<file path="src/rtl/gcd_result_sink_if.sv">
// Result handshake between an algorithm core (master) and the result sink (slave).
interface gcd_result_sink_if #(
  parameter int N = 8
);
  logic         res_valid;
  logic [N-1:0] res_data;
  logic         res_ready;

  modport master (
    output res_valid,
    output res_data,
    input  res_ready
  );

  modport slave (
    input  res_valid,
    input  res_data,
    output res_ready
  );
endinterface

</file>
<file path="src/rtl/gcd_result_sink.sv">
// Captures one core result per request for display, flags requests that time out,
// and counts accepted results; a synchronised button acknowledges the shown result.
module gcd_result_sink #(
  parameter int N       = 8,
  parameter int TIMEOUT = 1024,
  parameter int CW      = 8
) (
  input  logic                clk,
  input  logic                nrst,
  input  logic                req_valid,
  gcd_result_sink_if.slave    res,
  input  logic                ack_btn,
  output logic [N-1:0]        hold_data,
  output logic                hold_valid,
  output logic                timeout,
  output logic [CW-1:0]       result_count
);

  localparam int TW = $clog2(TIMEOUT);

  typedef enum logic [1:0] {
    S_IDLE,
    S_WAIT,
    S_HOLD,
    S_TMO
  } state_t;

  state_t          state_q, state_d;
  logic [TW-1:0]   timer_q, timer_d;
  logic            ready_q, ready_d;
  logic [N-1:0]    hold_data_q, hold_data_d;
  logic            hold_valid_q, hold_valid_d;
  logic            timeout_q, timeout_d;
  logic [CW-1:0]   count_q, count_d;
  logic [2:0]      ack_sync_q, ack_sync_d;
  logic            ack_pulse;
  logic            accept;

  // Two synchroniser stages, third stage only for rising-edge detection.
  always_comb begin
    ack_sync_d = {ack_sync_q[1:0], ack_btn};
  end

  assign ack_pulse = ack_sync_q[1] & ~ack_sync_q[2];
  assign accept    = res.res_valid & ready_q;

  always_comb begin
    state_d      = state_q;
    timer_d      = timer_q;
    ready_d      = ready_q;
    hold_data_d  = hold_data_q;
    hold_valid_d = hold_valid_q;
    timeout_d    = timeout_q;
    count_d      = count_q;

    if (req_valid) begin
      state_d      = S_WAIT;
      timer_d      = '0;
      ready_d      = 1'b1;
      hold_valid_d = 1'b0;
      timeout_d    = 1'b0;
    end else begin
      case (state_q)
        S_IDLE: begin
          ready_d = 1'b0;
        end
        S_WAIT: begin
          // A result on the expiry cycle still counts as on time.
          if (accept) begin
            hold_data_d  = res.res_data;
            hold_valid_d = 1'b1;
            count_d      = (&count_q) ? count_q : count_q + 1'b1;
            ready_d      = 1'b0;
            state_d      = S_HOLD;
          end else if (timer_q == TW'(TIMEOUT - 1)) begin
            timeout_d = 1'b1;
            ready_d   = 1'b0;
            state_d   = S_TMO;
          end else begin
            timer_d = timer_q + 1'b1;
          end
        end
        S_HOLD: begin
          ready_d = 1'b0;
          if (ack_pulse) begin
            hold_valid_d = 1'b0;
            state_d      = S_IDLE;
          end
        end
        S_TMO: begin
          ready_d = 1'b0;
          if (ack_pulse) begin
            timeout_d = 1'b0;
            state_d   = S_IDLE;
          end
        end
        default: begin
          ready_d = 1'b0;
          state_d = S_IDLE;
        end
      endcase
    end
  end

  always_ff @(posedge clk or negedge nrst) begin
    if (!nrst) begin
      state_q      <= S_IDLE;
      timer_q      <= '0;
      ready_q      <= 1'b0;
      hold_data_q  <= '0;
      hold_valid_q <= 1'b0;
      timeout_q    <= 1'b0;
      count_q      <= '0;
      ack_sync_q   <= '0;
    end else begin
      state_q      <= state_d;
      timer_q      <= timer_d;
      ready_q      <= ready_d;
      hold_data_q  <= hold_data_d;
      hold_valid_q <= hold_valid_d;
      timeout_q    <= timeout_d;
      count_q      <= count_d;
      ack_sync_q   <= ack_sync_d;
    end
  end

  assign res.res_ready = ready_q;
  assign hold_data     = hold_data_q;
  assign hold_valid    = hold_valid_q;
  assign timeout       = timeout_q;
  assign result_count  = count_q;

endmodule

</file>
<file path="src/flat_wrapper.sv">
// flat-port wrapper written by rule: the top's interface ports become plain ports
module gcd_result_sink_flat 
#(
  parameter int N       = 8,
  parameter int TIMEOUT = 1024,
  parameter int CW      = 8
)
  (clk, nrst, req_valid, ack_btn, hold_data, hold_valid, timeout, result_count, res_res_valid, res_res_data, res_res_ready);
  gcd_result_sink_if #(.N(N)) res_i ();
  input  logic clk;
  input  logic nrst;
  input  logic req_valid;
  input  logic ack_btn;
  output logic [N-1:0] hold_data;
  output logic hold_valid;
  output logic timeout;
  output logic [CW-1:0] result_count;
  input wire logic [$bits(res_i.res_valid)-1:0] res_res_valid;
  input wire logic [$bits(res_i.res_data)-1:0] res_res_data;
  output wire logic [$bits(res_i.res_ready)-1:0] res_res_ready;
  assign res_i.res_valid = res_res_valid;
  assign res_i.res_data = res_res_data;
  assign res_res_ready = res_i.res_ready;
  gcd_result_sink #(.N(N), .TIMEOUT(TIMEOUT), .CW(CW)) u_core (.clk(clk), .nrst(nrst), .req_valid(req_valid), .res(res_i), .ack_btn(ack_btn), .hold_data(hold_data), .hold_valid(hold_valid), .timeout(timeout), .result_count(result_count));
endmodule
</file>
<file path="config.mk">
export PLATFORM = sky130hd
export DESIGN_NAME = gcd_result_sink_flat
export DESIGN_NICKNAME = d
export VERILOG_FILES = /design/src/rtl/gcd_result_sink_if.sv /design/src/rtl/gcd_result_sink.sv /design/src/flat_wrapper.sv
export SDC_FILE = /design/constraint.sdc
export NUM_CORES = 1
export LEC_CHECK = 0
export ABC_AREA = 1
export CORE_MARGIN = 5
export CORE_UTILIZATION = 35
export CTS_CLUSTER_DIAMETER = 100
export DETAILED_ROUTE_END_ITERATION = 10
export SYNTH_ARGS = -nofsm -noshare
export SYNTH_HDL_FRONTEND = slang
export SYNTH_SLANG_ARGS = --single-unit
</file>
<file path="constraint.sdc">
create_clock -name clk -period 2.8 [get_ports clk]
set_input_delay 0.42 -clock clk [delete_from_list [all_inputs] [get_ports clk]]
set_output_delay 0.42 -clock clk [all_outputs]
set_load 0.02 [all_outputs]
</file>
* Word-level counts from Yosys, hierarchy flattened
Index checks and enable logic that the tools add are counted.
** Word-level totals
- Register bits after elaboration :: 34
- Latch bits :: 0
- Memory bits (writable) :: 0
- Bits in read-only memories :: 0
- Input port bits :: 13
- Output and inout port bits :: 19
- Word-level logic and storage cells :: 63
- Memories :: 0
** Operators by class
- Add/subtract/negate cells :: 2
- Multiply operators :: 0
- Div/mod/pow operators :: 0
- $lt $le $gt $ge :: 0
- Eq/ne operators :: 13
- Shift operators :: 0
- Mux-type cells :: 21
- Bitwise gates (word level) :: 5
- Reduce and logical (&&, ||, !) cells :: 14
** Operators by type and width (count)
- $mux 10 :: 4
- $ne 3x2->1 const B :: 4
- $reduce_and 3->1 :: 4
- $add 10x1->10 const B :: 1
- $eq 10x10->1 const B :: 1
- $mux 1 :: 9
- $reduce_bool 3->1 :: 3
- $add 8x1->8 const B :: 1
- $mux 2 :: 4
- $reduce_and 4->1 :: 2
- $reduce_and 8->1 :: 1
- $pmux 1 s2 :: 3
- $eq 2x2->1 const B :: 2
- $ne 2x2->1 const B :: 2
- $ne 4x2->1 const B :: 1
- $pmux 2 s2 :: 1
- $ne 3x1->1 const B :: 1
- $ne 3x3->1 const B :: 1
- $not 1->1 :: 3
- $reduce_or 3->1 :: 1
- $and 1x1->1 :: 2
- $eq 2x1->1 const B :: 1
- $logic_not 2->1 :: 1
- $reduce_bool 2->1 :: 1
- $reduce_or 2->1 :: 1

* Depth between registers and ports, before layout
- Depth in word-level cells :: 5
- Gate-level depth with buffers :: 10
- Gate-level depth less buffers :: 9

* Least setup slack after synthesis
OpenSTA, ideal clock, no wires.
- Kind :: reg-to-reg
- Start point :: reg u_core.count_q[0], in the netlist u_core.result_count[0]
- End point :: reg u_core.count_q[0], in the netlist u_core.result_count[0]
- Library setup time :: 0.132 ns
- Arrival time :: 1.382 ns
- Data required time :: 2.668 ns
- Setup slack :: 1.285 ns
- Stages on the path, launching flop included :: 9
- Buffers on the path :: 1
- Period minus slack after synthesis :: 1.515 ns
- Path through :: dfrtp_1 -> ha_1 -> nand2_1 -> nor2_4 -> nand2_1 -> nand2_1 -> nor2_4 -> buf_6 -> xor2_2
** On the way
- Longest elaborated chain between the ends :: 3
- Elaborated cells between the ends (all ways) :: 4
- Those cells by class :: add/sub: 1; bitwise: 1; reduce/logical: 2
** Ends and longest elaborated chain
- start: declaration :: RTL line gcd_result_sink.sv:34 : logic [CW-1:0] count_q, count_d;
- start signal: assignment :: RTL line gcd_result_sink.sv:122 : count_q <= count_d;
- parallel branches: the longest is 3 deep, another holds $add 8x1->8
Parallel ways; which one is timed is not known.
A chain may end at the register's enable or synchronous reset.

* Worst setup path after layout
- Start point :: reg u_core.count_q[0], in the netlist u_core.result_count[0]
- End point :: out result_count[0]
** RTL lines
- end: declaration :: RTL line flat_wrapper.sv:17 : output logic [CW-1:0] result_count;
No word-level cell between the ends.

==> results.yml <==
status:
  status: "finished, final reports clean"
clocking:
  cts.clk_slew.worst_paths_ns: 0.07
  cts_setup_buffers: 0
  ctsHoldBuffers: 0
  numCtsBuffers: 5
  cts_max_path_buffers: 2
  tritoncts: "yes"
  insertion_delay_ns: 0.28
  htreeDepth: 2
  clock_sinks: 34
  cts_root_buffer: "clkbuf_8"
  post_cts_resize_count: 0
power:
  irDropWorstVdd_mv: 0.319
  p_comb_share_pct: 38.8
  pwr-share-seq_pct: 40.2
  p_leak_nw: 1.13
  p_clk_share_pct: 21.0
  powerDensity_nw_per_um2: 781
  internal_power_mw: 1.11
  swShare_pct: 37.8
  p_switching_mw: 0.676
  power_mw: 1.79
worst_setup_path:
  cp-startpoint: "u_core.result_count[0]$_DFFE_PN0P_"
  criticalPathCategory: "reg2out"
  worstReg2RegStart: "u_core.timer_q[0]$_DFFE_PN0P_"
  crit_arrival_ns: 1.36
  critPathTopFamily: "buffers and inverters"
  reg2reg_to: "u_core.timer_q[5]$_DFFE_PN0P_"
  reg2regPathDepth: 8
  start_kind: "flop"
  path_buf_inv: 1
  worst_ep_required_time_ns: 2.38
  critPathMaxFanout: 4
  critPathSlowestCell: "clkdlybuf4s50_1"
  critPathCaptureType: "output port"
  slowest_delay_ns: 0.64
  cp.depth: 1
  endpoint: "result_count[0]"
  crit_chain: "clkdlybuf4s50_1"
  r2r_slack_ns: 1.14
floorplan:
  start_util_pct: 36.0
  fp.dieH_um: 82.2
  ioPinCount: 32
  die-area_sq_um: 6760
  die_w_um: 82.2
  rows: 26
  coreArea_sq_um: 5070
global_route:
  grt_max_degree: 35
  antenna_found_initial: 0
  grt_pass1_vias: 1397
  grt_pass1_wl_um: 6330
  grt_use_total_pct: 12.4
  grt-ovfl-total: 0
detailed_routing:
  first_iter_violations: 62
  wl_per_cell_um: 11.1
  dr.pass1.iters: 6
  via_count: 1536
  final_antenna_net_count: 0
  drc: 0
  wirelength_um: 3780
  via_per_inst: 4.50
logic_synthesis:
  async_reset_ff_share_pct: 100
  yosys-top-cells-area: "dfrtp_1, nand2_1, nand3_1, inv_1, nor2_1"
  ys_seq_area_share_pct: 46.6
  ys_ff_latch: 34
  synth_top_area_cell: "dfrtp_1"
  ys_dominant_reg_cell: "dfrtp_1"
  synth-edff-count: 0
  ys_warn_count: 0
  syn-instance-count: 235
  synthDominantCellAreaShare_pct: 46.6
  synth_area_sq_um: 1830
  synthDistinctLibCells: 31
  syn_nets: 250
  synth_area_per_cell_sq_um: 7.77
cells_and_area:
  final_core_util_pct: 45.1
  layout-drive-gt1-share_pct: 8.86
  fin_nets: 285
  finalNonFillerCells: 341
  diodes: 0
  syn_to_final_growth_pct: 25.3
  layout_commonest_cell: "nand2_1"
  most-common-layout-cells: "nand2_1, dfrtp_1, clkdlybuf4s50_1"
placement:
  routabilityCongestion: 0.764
  io_buffers: 31
  dpl.cell_count: 333
  place.detailed.hpwl_um: 2730
sta:
  worst_hold_slack_ns: 0.356
  rsz0062_at_grt: "no"
  hold_viol_final: 0
  relSlewSlack_pct: 71.0
  clock.fmax_ghz: 0.563
  finalCriticalPeriod_ns: 1.78
  finalMaxSlewViolations: 0
  min_period_over_period_pct: 63.4
  setup_viol: 0
  tns_ns: 0
  fin_skew_ns: 0.00292
  worstMarginPinSlew_ns: 0.435
job:
  cap_violations: 0
min_path:
  hold_class: "reg2reg"
-- metal layers --
layer	GRT usage [%]	wire length, um
met1	16.4	1760
met5	0	0
met2	18.5	1770
met3	3.15	163
met4	6.48	80
-- synth_stat cells, types with 2 or more instances --
cell	count
nand2_1	105
inv_4	2
inv_1	18
xor2_1	2
nor2_4	3
dfrtp_1	34
nand3_2	2
buf_6	2
o21ai_0	3
nor2_1	17
nor2_8	2
xnor2_1	2
nand3_1	22
nand2_2	2
ha_1	2
a21oi_1	2
-- cells by family (layout without fill, tap and decap cells) --
family                     Yosys count  count (layout)  synth area share, %
adders and majority gates            2               2                 1.37
xor gates and xnor gates             5               5                 2.81
buffers and inverters               25              61                 6.51
AOI/OAI and AO/OA                   10              10                 3.36
DFF                                 34              34                 46.6
and+or+nand+nor                    159             159                 39.4
-- how the worst min path moves through the flow --
stage                                   start                              to  slack (ns)  cells past startpoint
5_1_grt        u_core.ack_sync_q[0]$_DFF_PN0_  u_core.ack_sync_q[1]$_DFF_PN0_        0.37                      0
4_1_cts        u_core.ack_sync_q[0]$_DFF_PN0_  u_core.ack_sync_q[1]$_DFF_PN0_        0.36                      0
2_1_floorplan                            nrst  u_core.ack_sync_q[0]$_DFF_PN0_        0.12                      0
3_3_place_gp   u_core.ack_sync_q[0]$_DFF_PN0_  u_core.ack_sync_q[1]$_DFF_PN0_        0.33                      0
6_report       u_core.ack_sync_q[0]$_DFF_PN0_  u_core.ack_sync_q[1]$_DFF_PN0_        0.36                      0
3_5_place_dp   u_core.ack_sync_q[0]$_DFF_PN0_  u_core.ack_sync_q[1]$_DFF_PN0_        0.35                      0
-- state kept, by name (all words and copies together) (netlist names) --
| name | count |
|---|---|
| u_core.timer_q | 10 |
| u_core.res.res_ready | 1 |
| u_core.hold_valid | 1 |
| u_core.ack_sync_q | 3 |
| u_core.state_q | 2 |
| u_core.timeout | 1 |
| u_core.hold_data | 8 |
| u_core.result_count | 8 |
-- cell type report --
cell class,instances,area [sq um]
Clock inverter,1,5.00
Clock buffer,7,86.3
Timing Repair Buffer,32,318
Tap cell,70,87.6
Sequential cell,34,851
Multi-Input combinational cell,176,857
Fill cell,546,2790
Inverter,21,83.8
-- power by group through the flow --
stage                     registers (mW)  clock network [mW]  logic [mW]
after floorplan                    0.834                   0       0.310
after global placement             0.724                   0       0.696
after detailed placement           0.726                   0       0.705
after CTS                          0.718               0.390       0.707
after global routing               0.733               0.409       0.768
final                              0.718               0.375       0.694
-- through the flow --
stage | cell area [sq um] | worst slack (ns)
6_report | 2290 | 1.02
5_1_grt | 2290 | 0.887
4_1_cts | 2290 | 1.00
3_5_place_dp | 2200 | 0.746
3_3_place_gp | 2200 | 0.788
2_1_floorplan | 1830 | 1.29
No activity file was read; power rests on OpenSTA's default activity.
